**src/rtl/ooo_pkg.sv**
```systemverilog
// Shared out-of-order core types and sizes.
// Reorder buffer geometry and entry layout.
package ooo_pkg;

    localparam int ROB_DEPTH = 16;
    localparam int ROB_TAG_W = 4;
    localparam int PREG_W    = 7;
    localparam int PC_W      = 9;

    typedef struct packed {
        logic              valid;
        logic              done;
        logic              mispredict;
        logic              reg_write;
        logic              is_branch;
        logic [PREG_W-1:0] prd;
        logic [PREG_W-1:0] old_prd;
        logic [PC_W-1:0]   pc;
    } rob_entry_t;

endpackage

```
**src/rtl/rob_ptr.sv**
```systemverilog
// Wrap-around ROB pointer with increment and load.
// Load takes priority over increment.
module rob_ptr #(
    parameter int W = 4
) (
    input  logic         clk,
    input  logic         reset,
    input  logic         inc_i,
    input  logic         load_i,
    input  logic [W-1:0] load_val_i,
    output logic [W-1:0] ptr_o
);

    logic [W-1:0] ptr_q, ptr_d;

    always_comb begin
        ptr_d = ptr_q;
        if (load_i)
            ptr_d = load_val_i;
        else if (inc_i)
            ptr_d = ptr_q + 1'b1;
    end

    always_ff @(posedge clk) begin
        if (reset)
            ptr_q <= '0;
        else
            ptr_q <= ptr_d;
    end

    assign ptr_o = ptr_q;

endmodule

```
**src/rtl/reorder_buffer.sv**
```systemverilog
// In-order retirement queue: tail dispatch, out-of-order completion,
// head commit, flush on a retiring mispredicted branch.
module reorder_buffer #(
    parameter int DEPTH  = ooo_pkg::ROB_DEPTH,
    parameter int TAG_W  = ooo_pkg::ROB_TAG_W,
    parameter int PREG_W = ooo_pkg::PREG_W,
    parameter int PC_W   = ooo_pkg::PC_W
) (
    input  logic              clk,
    input  logic              reset,
    input  logic              dispatch_valid,
    output logic              dispatch_ready,
    input  logic [PREG_W-1:0] dispatch_prd,
    input  logic [PREG_W-1:0] dispatch_old_prd,
    input  logic              dispatch_reg_write,
    input  logic              dispatch_is_branch,
    input  logic [PC_W-1:0]   dispatch_pc,
    output logic [TAG_W-1:0]  alloc_tag,
    input  logic              wb_valid,
    input  logic [TAG_W-1:0]  wb_tag,
    input  logic              wb_mispredict,
    output logic              commit_en,
    output logic [PREG_W-1:0] commit_old_preg,
    output logic [TAG_W-1:0]  commit_tag,
    output logic [PC_W-1:0]   commit_pc,
    output logic              branch_mispredict,
    output logic              rob_empty
);

    import ooo_pkg::rob_entry_t;

    rob_entry_t       rob_q [DEPTH];
    rob_entry_t       rob_d [DEPTH];
    logic [TAG_W:0]   count_q, count_d;
    logic [TAG_W-1:0] head, tail, head_nxt;
    rob_entry_t       head_e;
    logic             flush, disp_fire, wb_hit;

    assign head_e    = rob_q[head];
    assign head_nxt  = head + 1'b1;
    assign commit_en = head_e.valid & head_e.done;
    assign flush     = commit_en & head_e.is_branch & head_e.mispredict;
    assign disp_fire = dispatch_valid & dispatch_ready & ~flush;
    assign wb_hit    = wb_valid & rob_q[wb_tag].valid & ~flush;

    rob_ptr #(.W(TAG_W)) u_head (
        .clk       (clk),
        .reset     (reset),
        .inc_i     (commit_en),
        .load_i    (1'b0),
        .load_val_i('0),
        .ptr_o     (head)
    );

    // On flush the tail collapses onto the post-commit head.
    rob_ptr #(.W(TAG_W)) u_tail (
        .clk       (clk),
        .reset     (reset),
        .inc_i     (disp_fire),
        .load_i    (flush),
        .load_val_i(head_nxt),
        .ptr_o     (tail)
    );

    always_comb begin
        rob_d = rob_q;
        if (wb_hit) begin
            rob_d[wb_tag].done       = 1'b1;
            rob_d[wb_tag].mispredict = wb_mispredict;
        end
        if (disp_fire) begin
            rob_d[tail].valid      = 1'b1;
            rob_d[tail].done       = 1'b0;
            rob_d[tail].mispredict = 1'b0;
            rob_d[tail].reg_write  = dispatch_reg_write;
            rob_d[tail].is_branch  = dispatch_is_branch;
            rob_d[tail].prd        = dispatch_prd;
            rob_d[tail].old_prd    = dispatch_old_prd;
            rob_d[tail].pc         = dispatch_pc;
        end
        if (commit_en)
            rob_d[head].valid = 1'b0;
        if (flush) begin
            for (int i = 0; i < DEPTH; i++)
                rob_d[i].valid = 1'b0;
        end
    end

    always_comb begin
        count_d = count_q + (TAG_W+1)'(disp_fire) - (TAG_W+1)'(commit_en);
        if (flush)
            count_d = '0;
    end

    always_ff @(posedge clk) begin
        if (reset) begin
            count_q <= '0;
            for (int i = 0; i < DEPTH; i++)
                rob_q[i] <= '0;
        end else begin
            count_q <= count_d;
            rob_q   <= rob_d;
        end
    end

    assign dispatch_ready    = count_q != (TAG_W+1)'(DEPTH);
    assign rob_empty         = count_q == '0;
    assign alloc_tag         = tail;
    assign commit_tag        = head;
    assign branch_mispredict = flush;
    assign commit_pc         = commit_en ? head_e.pc : '0;
    assign commit_old_preg   = (commit_en && head_e.reg_write)
                             ? head_e.old_prd : '0;

endmodule

```
**config.mk**
```make
export PLATFORM = sky130hd
export DESIGN_NAME = reorder_buffer
export DESIGN_NICKNAME = d
export VERILOG_FILES = /design/src/rtl/ooo_pkg.sv /design/src/rtl/rob_ptr.sv /design/src/rtl/reorder_buffer.sv
export SDC_FILE = /design/constraint.sdc
export NUM_CORES = 1
export LEC_CHECK = 0
export BUFFER_PORTS_ARGS = -buffer_cell sky130_fd_sc_hd__buf_4
export CORE_UTILIZATION = 35
export CTS_CLUSTER_SIZE = 12
export DETAILED_ROUTE_END_ITERATION = 7
export GPL_TIMING_DRIVEN = 0
export PLACE_DENSITY = 0.48
export SLEW_MARGIN = 40
export SYNTH_ARGS = -nofsm -noshare
export SYNTH_HDL_FRONTEND = slang
export SYNTH_SLANG_ARGS = --single-unit
export TNS_END_PERCENT = 10
```
**constraint.sdc**
```tcl
create_clock -name clk -period 4.5 [get_ports clk]
set_input_delay 0.9 -clock clk [delete_from_list [all_inputs] [get_ports clk]]
set_output_delay 0.9 -clock clk [all_outputs]
set_load 0.02 [all_outputs]
```
==> metrics.txt, run 1 <==
# TYPE chip_impl_metric gauge
chip_impl_metric{name="core_area",unit="mm^2"} 0.0447
chip_impl_metric{name="worstMarginPinSlew",unit="ns"} 0.850
chip_impl_metric{name="detail_route.vias_per_cell",unit=""} 5.17
chip_impl_metric{name="place_inst",unit=""} 2115
chip_impl_info{name="cts_root_buffer",value="sky130_fd_sc_hd__clkbuf_16"} 1
chip_impl_metric{name="placed_area",unit="mm^2"} 0.0171
chip_impl_info{name="synth_area_leader_cell",value="sky130_fd_sc_hd__dfxtp_1"} 1
chip_impl_metric{name="synthesis.area",unit="mm^2"} 0.0160
chip_impl_metric{name="number_of_design_rule_violations_left_after_detail_routing",unit=""} 0
chip_impl_metric{name="row_count",unit=""} 77
chip_impl_metric{name="clock_latency",unit="ns"} 0.57
chip_impl_metric{name="sequential_fraction_of_the_synthesis_area",unit=""} 0.437
chip_impl_metric{name="final_cell_count_no_fill",unit=""} 2193
chip_impl_metric{name="routed_wl",unit="mm"} 51.2
chip_impl_metric{name="synthesis.instances",unit=""} 1472
chip_impl_metric{name="grt_use_met1",unit=""} 0.302
chip_impl_metric{name="worstRegToRegCells",unit=""} 20
chip_impl_metric{name="syn-num-nets",unit=""} 1521
chip_impl_metric{name="tritoncts_num_sinks",unit=""} 349
chip_impl_metric{name="drt-initial-drc-count",unit=""} 706
chip_impl_metric{name="cts_max_level",unit=""} 2
chip_impl_metric{name="timing.critical_path.arrival",unit="ns"} 3.48
chip_impl_metric{name="area.growth.synth_to_final",unit="%"} 16.3
chip_impl_info{name="outcome",value="complete, no violations"} 1
chip_impl_info{name="tritoncts",value="built"} 1
chip_impl_info{name="grt_setup_unrepaired",value="false"} 1
chip_impl_metric{name="post-layout-total-power",unit="W"} 0.00748
chip_impl_metric{name="grtUsageMet3",unit=""} 0.0426
chip_impl_metric{name="wl_per_cell",unit="um"} 23.3
chip_impl_metric{name="multiInputGateArea",unit="mm^2"} 0.00812
chip_impl_metric{name="post-cts-setup-buffer-count",unit=""} 0
chip_impl_metric{name="die_height",unit="um"} 216
chip_impl_metric{name="ir_drop",unit="mV"} 0.253
chip_impl_metric{name="io_buffers",unit=""} 51
chip_impl_metric{name="nNetsFinal",unit=""} 1616
chip_impl_metric{name="slew_viol_final",unit=""} 0
chip_impl_metric{name="power_density",unit="mW/mm^2"} 402
chip_impl_metric{name="hold_viol_final",unit=""} 0
chip_impl_metric{name="yosys_warnings",unit=""} 0
chip_impl_metric{name="post-synth-top-area-fraction",unit=""} 0.437
chip_impl_metric{name="antenna_found_initial",unit=""} 0
chip_impl_info{name="ys_dominant_reg_cell",value="sky130_fd_sc_hd__dfxtp_1"} 1
chip_impl_info{name="grt_busiest_layer",value="met2"} 1
chip_impl_metric{name="synth_seq_cells",unit=""} 349
chip_impl_metric{name="tritoncts.num_buffers",unit=""} 42
chip_impl_metric{name="asyncSetResetFlopFracSynth",unit=""} 0
chip_impl_metric{name="clock_input_transition_at_the_sequential_cells_of_the_worst_setup_and_hold_paths",unit="ns"} 0.06
chip_impl_metric{name="avgSynthCellArea",unit="um^2"} 10.9
chip_impl_metric{name="grt_overflow",unit=""} 0
chip_impl_metric{name="total_die_area",unit="mm^2"} 0.0466
chip_impl_info{name="min_delay_worst_endpoint",value="rob_q[110]"} 1
chip_impl_metric{name="vias",unit=""} 11300
chip_impl_metric{name="die_width",unit="um"} 216
chip_impl_metric{name="worst_hold_path_depth",unit=""} 2
chip_impl_info{name="hold_path.startpoint",value="rob_q[110]"} 1
chip_impl_metric{name="max_freq",unit="GHz"} 0.228
chip_impl_metric{name="initial_utilization",unit=""} 0.358
chip_impl_metric{name="clock_path_buffers",unit=""} 3
chip_impl_metric{name="grt_pass1_wl",unit="mm"} 75.9
chip_impl_metric{name="fin_tns_setup",unit="ns"} 0
chip_impl_info{name="hp-class",value="reg -> reg"} 1
chip_impl_metric{name="final.min_clock_period",unit="ns"} 4.38
chip_impl_metric{name="max-cap-violations",unit=""} 0
chip_impl_metric{name="crit_required",unit="ns"} 3.60
chip_impl_metric{name="finalWeightedCongestion",unit=""} 0.784
chip_impl_info{name="r2r-end",value="count_q[4]"} 1
chip_impl_metric{name="ios",unit=""} 62
chip_impl_metric{name="number_of_enable_flip_flop_cells_after_synthesis",unit=""} 0
chip_impl_info{name="timing.critical_path.to_type",value="output pin"} 1
chip_impl_info{name="start_kind",value="register"} 1
chip_impl_metric{name="drive_gt1_frac",unit=""} 0.201
chip_impl_metric{name="reg2reg_slack",unit="ns"} 0.33
chip_impl_metric{name="finalCritPeriodShare",unit=""} 0.973
chip_impl_metric{name="setup_viol_count_final",unit=""} 0
chip_impl_metric{name="pin_count_of_the_biggest_net_entering_global_routing",unit=""} 13
chip_impl_metric{name="fillers",unit=""} 4334
chip_impl_info{name="critPathKind",value="reg -> out"} 1
chip_impl_info{name="synth_area_leaders",value="sky130_fd_sc_hd__dfxtp_1 (44%), sky130_fd_sc_hd__mux2i_1 (19%), sky130_fd_sc_hd__mux4_2 (14%), sky130_fd_sc_hd__nor2_1 (7.7%), sky130_fd_sc_hd__clkbuf_1 (1.5%)"} 1
chip_impl_metric{name="grt_usage",unit=""} 0.223
chip_impl_metric{name="globalRouteMet2Util",unit=""} 0.355
chip_impl_metric{name="yosysUniqueCellTypes",unit=""} 43
chip_impl_metric{name="via_count_of_the_first_global_routing_pass",unit=""} 11400
chip_impl_metric{name="finish.instance_area",unit="mm^2"} 0.0186
chip_impl_metric{name="worst-path-max-fanout",unit=""} 10
chip_impl_metric{name="timing.max_slew.rel_slack",unit=""} 0.433
chip_impl_metric{name="skew",unit="ns"} 0.0299
chip_impl_metric{name="place_hpwl",unit="mm"} 36.0
chip_impl_info{name="r2r-start",value="u_head.ptr_o[1]"} 1
chip_impl_metric{name="area.sequential",unit="mm^2"} 0.00699
chip_impl_metric{name="power.leakage",unit="nW"} 8.73
chip_impl_metric{name="dr.pass1.iters",unit=""} 5
chip_impl_metric{name="postRouteAntennaNets",unit=""} 0
[cells in the mapped netlist, types with 2 or more instances]
cell                          n
sky130_fd_sc_hd__dfxtp_1    349
sky130_fd_sc_hd__nor2_1     330
sky130_fd_sc_hd__mux2i_1    305
sky130_fd_sc_hd__mux4_2      97
sky130_fd_sc_hd__clkbuf_1    65
sky130_fd_sc_hd__inv_1       46
sky130_fd_sc_hd__buf_2       22
sky130_fd_sc_hd__buf_4       22
sky130_fd_sc_hd__o21ai_0     21
sky130_fd_sc_hd__a21oi_1     20
sky130_fd_sc_hd__nand2_1     18
sky130_fd_sc_hd__buf_6       17
sky130_fd_sc_hd__nand2b_1    17
sky130_fd_sc_hd__a221oi_2    16
sky130_fd_sc_hd__nand3_1     15
sky130_fd_sc_hd__nor2b_1     15
sky130_fd_sc_hd__ha_1        14
sky130_fd_sc_hd__and2_1      10
sky130_fd_sc_hd__o2111ai_2   10
sky130_fd_sc_hd__nor3_1       9
sky130_fd_sc_hd__xnor2_1      9
sky130_fd_sc_hd__o2111ai_1    8
sky130_fd_sc_hd__o211ai_1     7
sky130_fd_sc_hd__buf_1        5
sky130_fd_sc_hd__a211oi_1     4
sky130_fd_sc_hd__nand4_1      2
sky130_fd_sc_hd__nor4_1       2
sky130_fd_sc_hd__xor2_1       2
[per-layer routing]
layer | part of all wire | up-vias
li1 | - | 5350
met1 | 0.45 | 5622
met2 | 0.46 | 287
met3 | 0.064 | 71
met4 | 0.027 | 0
met5 | 0 | -
[final cells by class]
type / instances / share of cell area
clock inverters: 14 / 0.0110
plain buffers: 131 / 0.0413
flip-flops and latches: 349 / 0.375
multi-input cells: 946 / 0.436
well taps: 592 / 0.0398
repair buffers: 51 / 0.0206
inverters: 46 / 0.00928
diodes: 2 / 0.000269
clock buffers: 62 / 0.0665
[layout by cell type, fill, tap and decap left out, types with 3 or more instances in the layout]
cell type                   count
sky130_fd_sc_hd__clkbuf_2       7
sky130_fd_sc_hd__mux2i_1      305
sky130_fd_sc_hd__o2111ai_2     10
sky130_fd_sc_hd__and2_1        10
sky130_fd_sc_hd__buf_4         79
sky130_fd_sc_hd__dfxtp_1      349
sky130_fd_sc_hd__ha_1          14
sky130_fd_sc_hd__nor2_1       330
sky130_fd_sc_hd__clkbuf_8       9
sky130_fd_sc_hd__clkbuf_1      65
sky130_fd_sc_hd__o211ai_1       7
sky130_fd_sc_hd__buf_6         17
sky130_fd_sc_hd__nor2b_1       14
sky130_fd_sc_hd__mux4_2        97
sky130_fd_sc_hd__inv_1         46
sky130_fd_sc_hd__a21oi_1       20
sky130_fd_sc_hd__nand2b_1      17
sky130_fd_sc_hd__nor3_1         9
sky130_fd_sc_hd__nand3_1       15
sky130_fd_sc_hd__a211oi_1       4
sky130_fd_sc_hd__o2111ai_1      8
sky130_fd_sc_hd__a221oi_2      16
sky130_fd_sc_hd__xnor2_1        9
sky130_fd_sc_hd__clkinv_2       6
sky130_fd_sc_hd__clkbuf_4       3
sky130_fd_sc_hd__clkbuf_16     43
sky130_fd_sc_hd__bufinv_16      5
sky130_fd_sc_hd__o21ai_0       21
sky130_fd_sc_hd__nand2_1       18
sky130_fd_sc_hd__buf_2         19
[where the power goes]
part | total, W | internal, W | switching [W]
clock network | 0.00356 | 0.00219 | 0.00137
logic | 0.000706 | 0.000289 | 0.000417
registers | 0.00321 | 0.00317 | 0.0000452
[how the worst max path moves through the flow]
stage                          startpoint                  to  slack [ns]  cells after the start
after floorplan           u_head.ptr_o[0]          count_q[4]        0.86                     18
after global placement    u_head.ptr_o[1]        commit_pc[5]        0.03                      9
after detailed placement  u_head.ptr_o[1]          count_q[4]        0.20                     20
after CTS                 u_head.ptr_o[1]  commit_old_preg[3]       -0.01                      9
after global routing      u_head.ptr_o[0]  commit_old_preg[0]        0.01                      8
final                     u_head.ptr_o[0]  commit_old_preg[5]        0.12                      9
[worst max-delay path, cell delays in order, from the launching register on]
cell and delay (ns):
sky130_fd_sc_hd__dfxtp_1 0.41, sky130_fd_sc_hd__buf_6 0.18, sky130_fd_sc_hd__buf_6 0.17, sky130_fd_sc_hd__buf_6 0.18, sky130_fd_sc_hd__buf_2 0.43, sky130_fd_sc_hd__buf_4 0.35
sky130_fd_sc_hd__mux4_2 0.34, sky130_fd_sc_hd__mux4_2 0.51, sky130_fd_sc_hd__and2_1 0.18, sky130_fd_sc_hd__buf_4 0.15
[metrics by stage]
step                      setup slack [ns]  utilization  hold slack (ns)
after floorplan                      0.862            -            0.420
after global placement              0.0319        0.383            0.433
after detailed placement             0.197        0.383            0.434
after CTS                          -0.0108        0.416            0.443
after global routing                0.0113        0.416            0.460
final                                0.120        0.416            0.445
[kinds of logic after synthesis]
| group | after synthesis | share of synthesized area |
|---|---|---|
| buffers and inverters | 177 | 0.0564 |
| AOI/OAI and AO/OA | 89 | 0.0485 |
| DFF | 349 | 0.437 |
| xor gates and xnor gates | 11 | 0.00602 |
| and+or+nand+nor | 428 | 0.112 |
| adders and majority gates | 15 | 0.0122 |
| muxes | 403 | 0.328 |
[repair_timing]
action                                  in CTS  in global routing
resized for setup                            9                  4
hold buffers                                 0                  0
endpoints found under the setup margin      16                 14
(Power assumes the default switching activity.)
==> inputs of run 2 (changes only) <==
--- a/config.mk
+++ b/config.mk
@@ -6,11 +6,11 @@
 export NUM_CORES = 1
 export LEC_CHECK = 0
 export BUFFER_PORTS_ARGS = -buffer_cell sky130_fd_sc_hd__buf_4
-export CORE_UTILIZATION = 35
+export CORE_UTILIZATION = 62
 export CTS_CLUSTER_SIZE = 12
 export DETAILED_ROUTE_END_ITERATION = 7
 export GPL_TIMING_DRIVEN = 0
-export PLACE_DENSITY = 0.48
+export PLACE_DENSITY = 0.78
 export SLEW_MARGIN = 40
 export SYNTH_ARGS = -nofsm -noshare
 export SYNTH_HDL_FRONTEND = slang
==> metrics.txt, run 2 (same netlist as run 1, synthesis figures left out) <==
# TYPE chip_impl_metric gauge
chip_impl_info{name="outcome",value="complete, no violations"} 1
chip_impl_info{name="timing.critical_path.to_type",value="output pin"} 1
chip_impl_metric{name="place_inst",unit=""} 1853
chip_impl_metric{name="drive_gt1_frac",unit=""} 0.189
chip_impl_metric{name="routed_wl",unit="mm"} 45.0
chip_impl_metric{name="slew_viol_final",unit=""} 0
chip_impl_info{name="mostFrequentLayoutCell",value="sky130_fd_sc_hd__dfxtp_1"} 1
chip_impl_metric{name="grt_overflow",unit=""} 0
chip_impl_metric{name="cp_slowest_stage_delay",unit="ns"} 0.48
chip_impl_metric{name="core_area",unit="mm^2"} 0.0253
chip_impl_metric{name="timing.max_slew.rel_slack",unit=""} 0.417
chip_impl_info{name="worst_path_dominant_cell_family",value="buffers and inverters"} 1
chip_impl_metric{name="final_setup_slack_of_the_worst_path",unit="ns"} 0.0563
chip_impl_metric{name="area.growth.synth_to_final",unit="%"} 12.0
chip_impl_metric{name="finalWeightedCongestion",unit=""} 0.884
chip_impl_metric{name="timing.critical_path.arrival",unit="ns"} 3.54
chip_impl_metric{name="holdWs",unit="ns"} 0.446
chip_impl_info{name="critPathSlowestCell",value="sky130_fd_sc_hd__mux4_2"} 1
chip_impl_metric{name="worst-path-max-fanout",unit=""} 10
chip_impl_metric{name="die_width",unit="um"} 163
chip_impl_metric{name="power.leakage",unit="nW"} 8.55
chip_impl_metric{name="detail_route.vias_per_cell",unit=""} 6.26
chip_impl_metric{name="die_height",unit="um"} 163
chip_impl_metric{name="clock_latency",unit="ns"} 0.53
chip_impl_metric{name="grt_pass1_wl",unit="mm"} 68.2
chip_impl_info{name="timing.critical_path.cells",value="buf_4 > buf_4 > buf_6 > buf_2 > clkbuf_2 > mux4_2 > mux4_2 > nor2b_1 > buf_4"} 1
chip_impl_metric{name="tritoncts_num_sinks",unit=""} 349
chip_impl_metric{name="power_density",unit="mW/mm^2"} 378
chip_impl_metric{name="number_of_design_rule_violations_left_after_detail_routing",unit=""} 0
chip_impl_info{name="r2r-end",value="count_q[4]"} 1
chip_impl_info{name="startpoint",value="u_head.ptr_o[1]"} 1
chip_impl_metric{name="tritoncts.num_buffers",unit=""} 37
chip_impl_metric{name="total_die_area",unit="mm^2"} 0.0265
chip_impl_metric{name="area.sequential",unit="mm^2"} 0.00699
chip_impl_info{name="cts_root_buffer",value="sky130_fd_sc_hd__clkbuf_16"} 1
chip_impl_metric{name="via_count_of_the_first_global_routing_pass",unit=""} 11600
chip_impl_metric{name="drt-initial-drc-count",unit=""} 1109
chip_impl_metric{name="worstRegToRegCells",unit=""} 20
chip_impl_info{name="crit_top_cell",value="sky130_fd_sc_hd__buf_4"} 1
chip_impl_metric{name="max_freq",unit="GHz"} 0.225
chip_impl_metric{name="grt_usage",unit=""} 0.345
chip_impl_metric{name="path_buf_inv",unit=""} 6
chip_impl_metric{name="dr.pass1.iters",unit=""} 5
chip_impl_metric{name="nNetsFinal",unit=""} 1611
chip_impl_metric{name="fin_tns_setup",unit="ns"} 0
chip_impl_info{name="grt_setup_unrepaired",value="false"} 1
chip_impl_metric{name="clock_path_buffers",unit=""} 3
chip_impl_metric{name="ir_drop",unit="mV"} 0.373
chip_impl_metric{name="fillers",unit=""} 1876
chip_impl_metric{name="post-cts-setup-buffer-count",unit=""} 0
chip_impl_metric{name="hold_viol_final",unit=""} 0
chip_impl_info{name="critPathKind",value="reg -> out"} 1
chip_impl_metric{name="multiInputGateArea",unit="mm^2"} 0.00812
chip_impl_metric{name="io_buffers",unit=""} 51
chip_impl_metric{name="postRouteAntennaNets",unit=""} 0
chip_impl_metric{name="worst_hold_path_depth",unit=""} 2
chip_impl_metric{name="crit_required",unit="ns"} 3.60
chip_impl_metric{name="ios",unit=""} 62
chip_impl_info{name="start_kind",value="register"} 1
chip_impl_metric{name="vias",unit=""} 12000
chip_impl_info{name="r2r-start",value="u_head.ptr_o[1]"} 1
chip_impl_metric{name="cts_max_level",unit=""} 2
chip_impl_info{name="hp-class",value="reg -> reg"} 1
chip_impl_info{name="cp-endpoint",value="commit_pc[0]"} 1
chip_impl_metric{name="clock_input_transition_at_the_sequential_cells_of_the_worst_setup_and_hold_paths",unit="ns"} 0.06
chip_impl_metric{name="pin_count_of_the_biggest_net_entering_global_routing",unit=""} 13
chip_impl_metric{name="row_count",unit=""} 58
chip_impl_info{name="tritoncts",value="built"} 1
chip_impl_metric{name="place_worst_setup_slack",unit="ns"} 0.292
chip_impl_metric{name="antenna_found_initial",unit=""} 1
chip_impl_metric{name="final_cell_count_no_fill",unit=""} 1915
chip_impl_info{name="most-common-layout-cells",value="sky130_fd_sc_hd__dfxtp_1 (349), sky130_fd_sc_hd__nor2_1 (330), sky130_fd_sc_hd__mux2i_1 (305)"} 1
chip_impl_metric{name="place_hpwl",unit="mm"} 31.4
chip_impl_metric{name="reg2reg_slack",unit="ns"} 0.23
chip_impl_info{name="hold_path.startpoint",value="rob_q[166]"} 1
chip_impl_metric{name="wl_per_cell",unit="um"} 23.5
chip_impl_metric{name="utilization",unit=""} 0.710
chip_impl_metric{name="initial_utilization",unit=""} 0.634
chip_impl_metric{name="setup_viol_count_final",unit=""} 0
chip_impl_metric{name="worstMarginPinSlew",unit="ns"} 0.875
chip_impl_metric{name="cp.depth",unit=""} 9
chip_impl_metric{name="finalCritPeriodShare",unit=""} 0.987
chip_impl_metric{name="max-cap-violations",unit=""} 0
chip_impl_metric{name="final.min_clock_period",unit="ns"} 4.44
chip_impl_metric{name="skew",unit="ns"} 0.0156
-- run 2: cell types whose count changed in the layout (fill, tap and decap cells not counted) --
cell,before,now
sky130_fd_sc_hd__buf_4,79,73
sky130_fd_sc_hd__clkbuf_8,9,3
sky130_fd_sc_hd__clkbuf_16,43,37
sky130_fd_sc_hd__diode_2,2,1
sky130_fd_sc_hd__clkinv_4,1,0
sky130_fd_sc_hd__clkinv_8,0,2
sky130_fd_sc_hd__bufinv_16,5,1
sky130_fd_sc_hd__clkbuf_1,65,72
sky130_fd_sc_hd__clkbuf_4,3,1
sky130_fd_sc_hd__buf_2,19,24
sky130_fd_sc_hd__clkinv_2,6,2
-- run 2: worst register-to-register path, stage by stage, from the launching register on --
cell and delay (ns):
sky130_fd_sc_hd__dfxtp_1 0.41, sky130_fd_sc_hd__buf_4 0.20, sky130_fd_sc_hd__buf_4 0.20, sky130_fd_sc_hd__buf_6 0.23
sky130_fd_sc_hd__mux4_2 0.34, sky130_fd_sc_hd__nand2_1 0.07, sky130_fd_sc_hd__nand3_1 0.12, sky130_fd_sc_hd__nand2_4 0.15
sky130_fd_sc_hd__buf_6 0.17, sky130_fd_sc_hd__buf_4 0.24, sky130_fd_sc_hd__buf_2 0.37, sky130_fd_sc_hd__o21ai_0 0.18
sky130_fd_sc_hd__ha_1 0.32, sky130_fd_sc_hd__inv_1 0.04, sky130_fd_sc_hd__ha_1 0.20, sky130_fd_sc_hd__fa_1 0.44
sky130_fd_sc_hd__a21oi_1 0.16, sky130_fd_sc_hd__nor2_1 0.05, sky130_fd_sc_hd__nor2_1 0.10, sky130_fd_sc_hd__xnor2_1 0.13
sky130_fd_sc_hd__nor2_1 0.05
-- run 2: routing by layer --
| metal | track usage | routed length [um] |
|---|---|---|
| met3 | 0.0522 | 3250 |
| met5 | 0 | 0 |
| met2 | 0.563 | 21300 |
| met1 | 0.462 | 19000 |
| met4 | 0.135 | 1490 |
-- run 2: worst min path at each step --
stage                            end  slack (ns)
final                     rob_q[166]        0.45
after global routing      rob_q[138]        0.47
after CTS                 rob_q[138]        0.44
after detailed placement  rob_q[138]        0.44
after global placement     rob_q[82]        0.43
after floorplan           rob_q[166]        0.42
-- run 2: through the flow --
stage | total power [W] | area (um^2)
CTS | 0.00677 | 17900
floorplan | 0.00376 | 16000
global route | 0.00697 | 17900
global placement | 0.00395 | 16800
finish | 0.00678 | 17900
detailed placement | 0.00397 | 16800
-- run 2: what timing repair did --
item | in CTS | in global routing
endpoints found under the setup margin | 16 | 3
cloned | 0 | 0
hold buffers | 0 | 0
gates resized for setup | 5 | 1
endpoints found under the hold margin | 0 | 0
-- run 2: final cells by class --
| class | count | share of cell area |
|---|---|---|
| repair buffers | 51 | 0.0214 |
| flip-flops and latches | 349 | 0.390 |
| diodes | 1 | 0.000140 |
| well taps | 330 | 0.0230 |
| clock inverters | 7 | 0.00496 |
| inverters | 46 | 0.00963 |
| clock buffers | 54 | 0.0569 |
| multi-input cells | 946 | 0.453 |
| plain buffers | 131 | 0.0415 |
-- run 2: where the power goes --
part | switching [W] | internal, W | total [W]
sequential | 0.0000489 | 0.00317 | 0.00322
clock | 0.00123 | 0.00163 | 0.00287
combinational | 0.000409 | 0.000290 | 0.000699
total | 0.00169 | 0.00509 | 0.00678
==> inputs of run 3 (changes only) <==
==> constraint.sdc (replaced) <==
create_clock -name clk -period 4.5 [get_ports clk]
set_input_delay 0.9 -clock clk [delete_from_list [all_inputs] [get_ports clk]]
set_output_delay 0.9 -clock clk [all_outputs]
set_load 0.01 [all_outputs]
==> metrics.txt, run 3 (same netlist as run 1, synthesis figures left out) <==
# TYPE chip_impl_metric gauge
chip_impl_metric{name="worstRegToRegCells",unit=""} 20
chip_impl_metric{name="timing.critical_path.arrival",unit="ns"} 3.52
chip_impl_metric{name="cts_max_level",unit=""} 2
chip_impl_metric{name="core_area",unit="mm^2"} 0.0253
chip_impl_metric{name="skew",unit="ns"} 0.0159
chip_impl_metric{name="max_freq",unit="GHz"} 0.226
chip_impl_metric{name="place_hpwl",unit="mm"} 31.4
chip_impl_metric{name="hold_buffers",unit=""} 0
chip_impl_metric{name="slew_viol_final",unit=""} 0
chip_impl_info{name="hp-class",value="reg -> reg"} 1
chip_impl_metric{name="io_buffers",unit=""} 51
chip_impl_info{name="cp-endpoint",value="commit_pc[0]"} 1
chip_impl_metric{name="power_density",unit="mW/mm^2"} 377
chip_impl_metric{name="drive_gt1_frac",unit=""} 0.189
chip_impl_metric{name="via_count_of_the_first_global_routing_pass",unit=""} 11600
chip_impl_metric{name="initial_utilization",unit=""} 0.634
chip_impl_metric{name="cp.depth",unit=""} 9
chip_impl_info{name="outcome",value="complete, no violations"} 1
chip_impl_metric{name="placed_area",unit="mm^2"} 0.0168
chip_impl_info{name="most-common-layout-cells",value="sky130_fd_sc_hd__dfxtp_1 (349), sky130_fd_sc_hd__nor2_1 (330), sky130_fd_sc_hd__mux2i_1 (305)"} 1
chip_impl_metric{name="utilization",unit=""} 0.710
chip_impl_info{name="worst_path_dominant_cell_family",value="buffers and inverters"} 1
chip_impl_metric{name="detail_route.vias_per_cell",unit=""} 6.22
chip_impl_metric{name="post-layout-total-power",unit="W"} 0.00676
chip_impl_metric{name="total_die_area",unit="mm^2"} 0.0265
chip_impl_metric{name="antenna_cells_inserted",unit=""} 0
chip_impl_metric{name="pin_count_of_the_biggest_net_entering_global_routing",unit=""} 13
chip_impl_metric{name="grt_pass1_wl",unit="mm"} 68.1
chip_impl_metric{name="cp_slowest_stage_delay",unit="ns"} 0.48
chip_impl_metric{name="final.min_clock_period",unit="ns"} 4.42
chip_impl_info{name="r2r-start",value="u_head.ptr_o[1]"} 1
chip_impl_metric{name="finalCritPeriodShare",unit=""} 0.983
chip_impl_metric{name="reg2reg_slack",unit="ns"} 0.23
chip_impl_info{name="mostFrequentLayoutCell",value="sky130_fd_sc_hd__dfxtp_1"} 1
chip_impl_info{name="start_kind",value="register"} 1
chip_impl_metric{name="worst-path-max-fanout",unit=""} 10
chip_impl_metric{name="finish.instance_area",unit="mm^2"} 0.0179
chip_impl_metric{name="post-cts-setup-buffer-count",unit=""} 0
chip_impl_metric{name="grt_overflow",unit=""} 0
chip_impl_metric{name="grt_usage",unit=""} 0.345
chip_impl_metric{name="holdWs",unit="ns"} 0.447
chip_impl_info{name="r2r-end",value="count_q[4]"} 1
chip_impl_metric{name="crit_required",unit="ns"} 3.60
chip_impl_metric{name="clock_path_buffers",unit=""} 3
chip_impl_info{name="cts_root_buffer",value="sky130_fd_sc_hd__clkbuf_16"} 1
chip_impl_info{name="timing.critical_path.to_type",value="output pin"} 1
chip_impl_metric{name="max-cap-violations",unit=""} 0
chip_impl_metric{name="nNetsFinal",unit=""} 1611
chip_impl_metric{name="hold_viol_final",unit=""} 0
chip_impl_metric{name="drt-initial-drc-count",unit=""} 1089
chip_impl_metric{name="die_width",unit="um"} 163
chip_impl_info{name="tritoncts",value="built"} 1
chip_impl_metric{name="worstMarginPinSlew",unit="ns"} 0.874
chip_impl_metric{name="dr.pass1.iters",unit=""} 6
chip_impl_metric{name="path_buf_inv",unit=""} 6
chip_impl_metric{name="timing.max_slew.rel_slack",unit=""} 0.417
chip_impl_metric{name="finalWeightedCongestion",unit=""} 0.884
chip_impl_metric{name="postRouteAntennaNets",unit=""} 0
chip_impl_metric{name="power.leakage",unit="nW"} 8.55
chip_impl_info{name="critPathSlowestCell",value="sky130_fd_sc_hd__mux4_2"} 1
chip_impl_metric{name="tritoncts.num_buffers",unit=""} 37
chip_impl_metric{name="wl_per_cell",unit="um"} 23.5
chip_impl_metric{name="ir_drop",unit="mV"} 0.370
chip_impl_metric{name="setup_viol_count_final",unit=""} 0
chip_impl_metric{name="routed_wl",unit="mm"} 45.0
chip_impl_metric{name="ios",unit=""} 62
chip_impl_metric{name="fin_tns_setup",unit="ns"} 0
chip_impl_metric{name="die_height",unit="um"} 163
chip_impl_info{name="timing.critical_path.cells",value="buf_4 > buf_4 > buf_6 > buf_2 > clkbuf_2 > mux4_2 > mux4_2 > nor2b_1 > buf_4"} 1
chip_impl_info{name="grt_setup_unrepaired",value="false"} 1
chip_impl_info{name="crit_top_cell",value="sky130_fd_sc_hd__buf_4"} 1
chip_impl_metric{name="area.growth.synth_to_final",unit="%"} 12.0
chip_impl_metric{name="vias",unit=""} 11900
chip_impl_metric{name="row_count",unit=""} 58
chip_impl_metric{name="clock_input_transition_at_the_sequential_cells_of_the_worst_setup_and_hold_paths",unit="ns"} 0.06
chip_impl_info{name="startpoint",value="u_head.ptr_o[1]"} 1
chip_impl_metric{name="tritoncts_num_sinks",unit=""} 349
chip_impl_metric{name="number_of_design_rule_violations_left_after_detail_routing",unit=""} 0
chip_impl_info{name="critPathKind",value="reg -> out"} 1
chip_impl_metric{name="antenna_found_initial",unit=""} 0
chip_impl_metric{name="clock_latency",unit="ns"} 0.52
==> run 3: area by class of cell <==
class	instances	area (um^2)
buffer	131	744
clock buffer	54	1020
clock inverter	7	88.8
fill	1877	7330
inverter	46	173
multi-input combinational	946	8120
sequential	349	6990
tap	330	413
timing repair buffer	51	383
==> run 3: worst min path at each step <==
| stage | start | to | slack (ns) | depth (start not counted) |
|---|---|---|---|---|
| 2_1_floorplan | rob_q[166] | rob_q[166] | 0.42 | 2 |
| 3_3_place_gp | rob_q[82] | rob_q[82] | 0.43 | 2 |
| 3_5_place_dp | rob_q[138] | rob_q[138] | 0.44 | 2 |
| 4_1_cts | rob_q[138] | rob_q[138] | 0.44 | 2 |
| 5_1_grt | rob_q[138] | rob_q[138] | 0.47 | 2 |
| 6_report | rob_q[138] | rob_q[138] | 0.45 | 2 |
==> run 3: metal layers <==
metal | vias up | share of wire | GRT usage
met3 | 95 | 0.075 | 0.0547
met4 | 0 | 0.034 | 0.135
met5 | - | 0 | 0
met2 | 577 | 0.47 | 0.563
li1 | 5309 | - | -
met1 | 5930 | 0.42 | 0.460
==> run 3: through the flow <==
step / std cells / setup WS (ns)
4_1_cts: 1914 / 0.000500
6_report: 1914 / 0.0775
5_1_grt: 1914 / 0.0158
2_1_floorplan: 1472 / 0.944
3_3_place_gp: 1853 / 0.207
3_5_place_dp: 1853 / 0.292
==> run 3: power breakdown <==
| part | total, W | internal, W | switching, W | leakage, nW |
|---|---|---|---|---|
| sequential | 0.00322 | 0.00317 | 0.0000488 | 2.82 |
| clock | 0.00286 | 0.00163 | 0.00123 | 0.534 |
| combinational | 0.000687 | 0.000289 | 0.000398 | 5.20 |
==> run 3: timing repair <==
| item | 4_1_cts | 5_1_grt |
|---|---|---|
| gates cloned | 0 | 0 |
| gates resized for setup | 4 | 2 |
| endpoints found under the setup margin | 16 | 10 |
==> run 3: worst register-to-register path, stage by stage, from the launching register on <==
cell and delay [ns]:
sky130_fd_sc_hd__dfxtp_1 0.41, sky130_fd_sc_hd__buf_4 0.20, sky130_fd_sc_hd__buf_4 0.20, sky130_fd_sc_hd__buf_6 0.23
sky130_fd_sc_hd__mux4_2 0.34, sky130_fd_sc_hd__nand2_1 0.07, sky130_fd_sc_hd__nand3_1 0.12, sky130_fd_sc_hd__nand2_4 0.15
sky130_fd_sc_hd__buf_6 0.17, sky130_fd_sc_hd__buf_4 0.23, sky130_fd_sc_hd__buf_2 0.37, sky130_fd_sc_hd__o21ai_0 0.18
sky130_fd_sc_hd__ha_1 0.32, sky130_fd_sc_hd__inv_1 0.04, sky130_fd_sc_hd__ha_1 0.20, sky130_fd_sc_hd__fa_1 0.44
sky130_fd_sc_hd__a21oi_1 0.16, sky130_fd_sc_hd__nor2_1 0.05, sky130_fd_sc_hd__nor2_1 0.10, sky130_fd_sc_hd__xnor2_1 0.13
sky130_fd_sc_hd__nor2_1 0.05
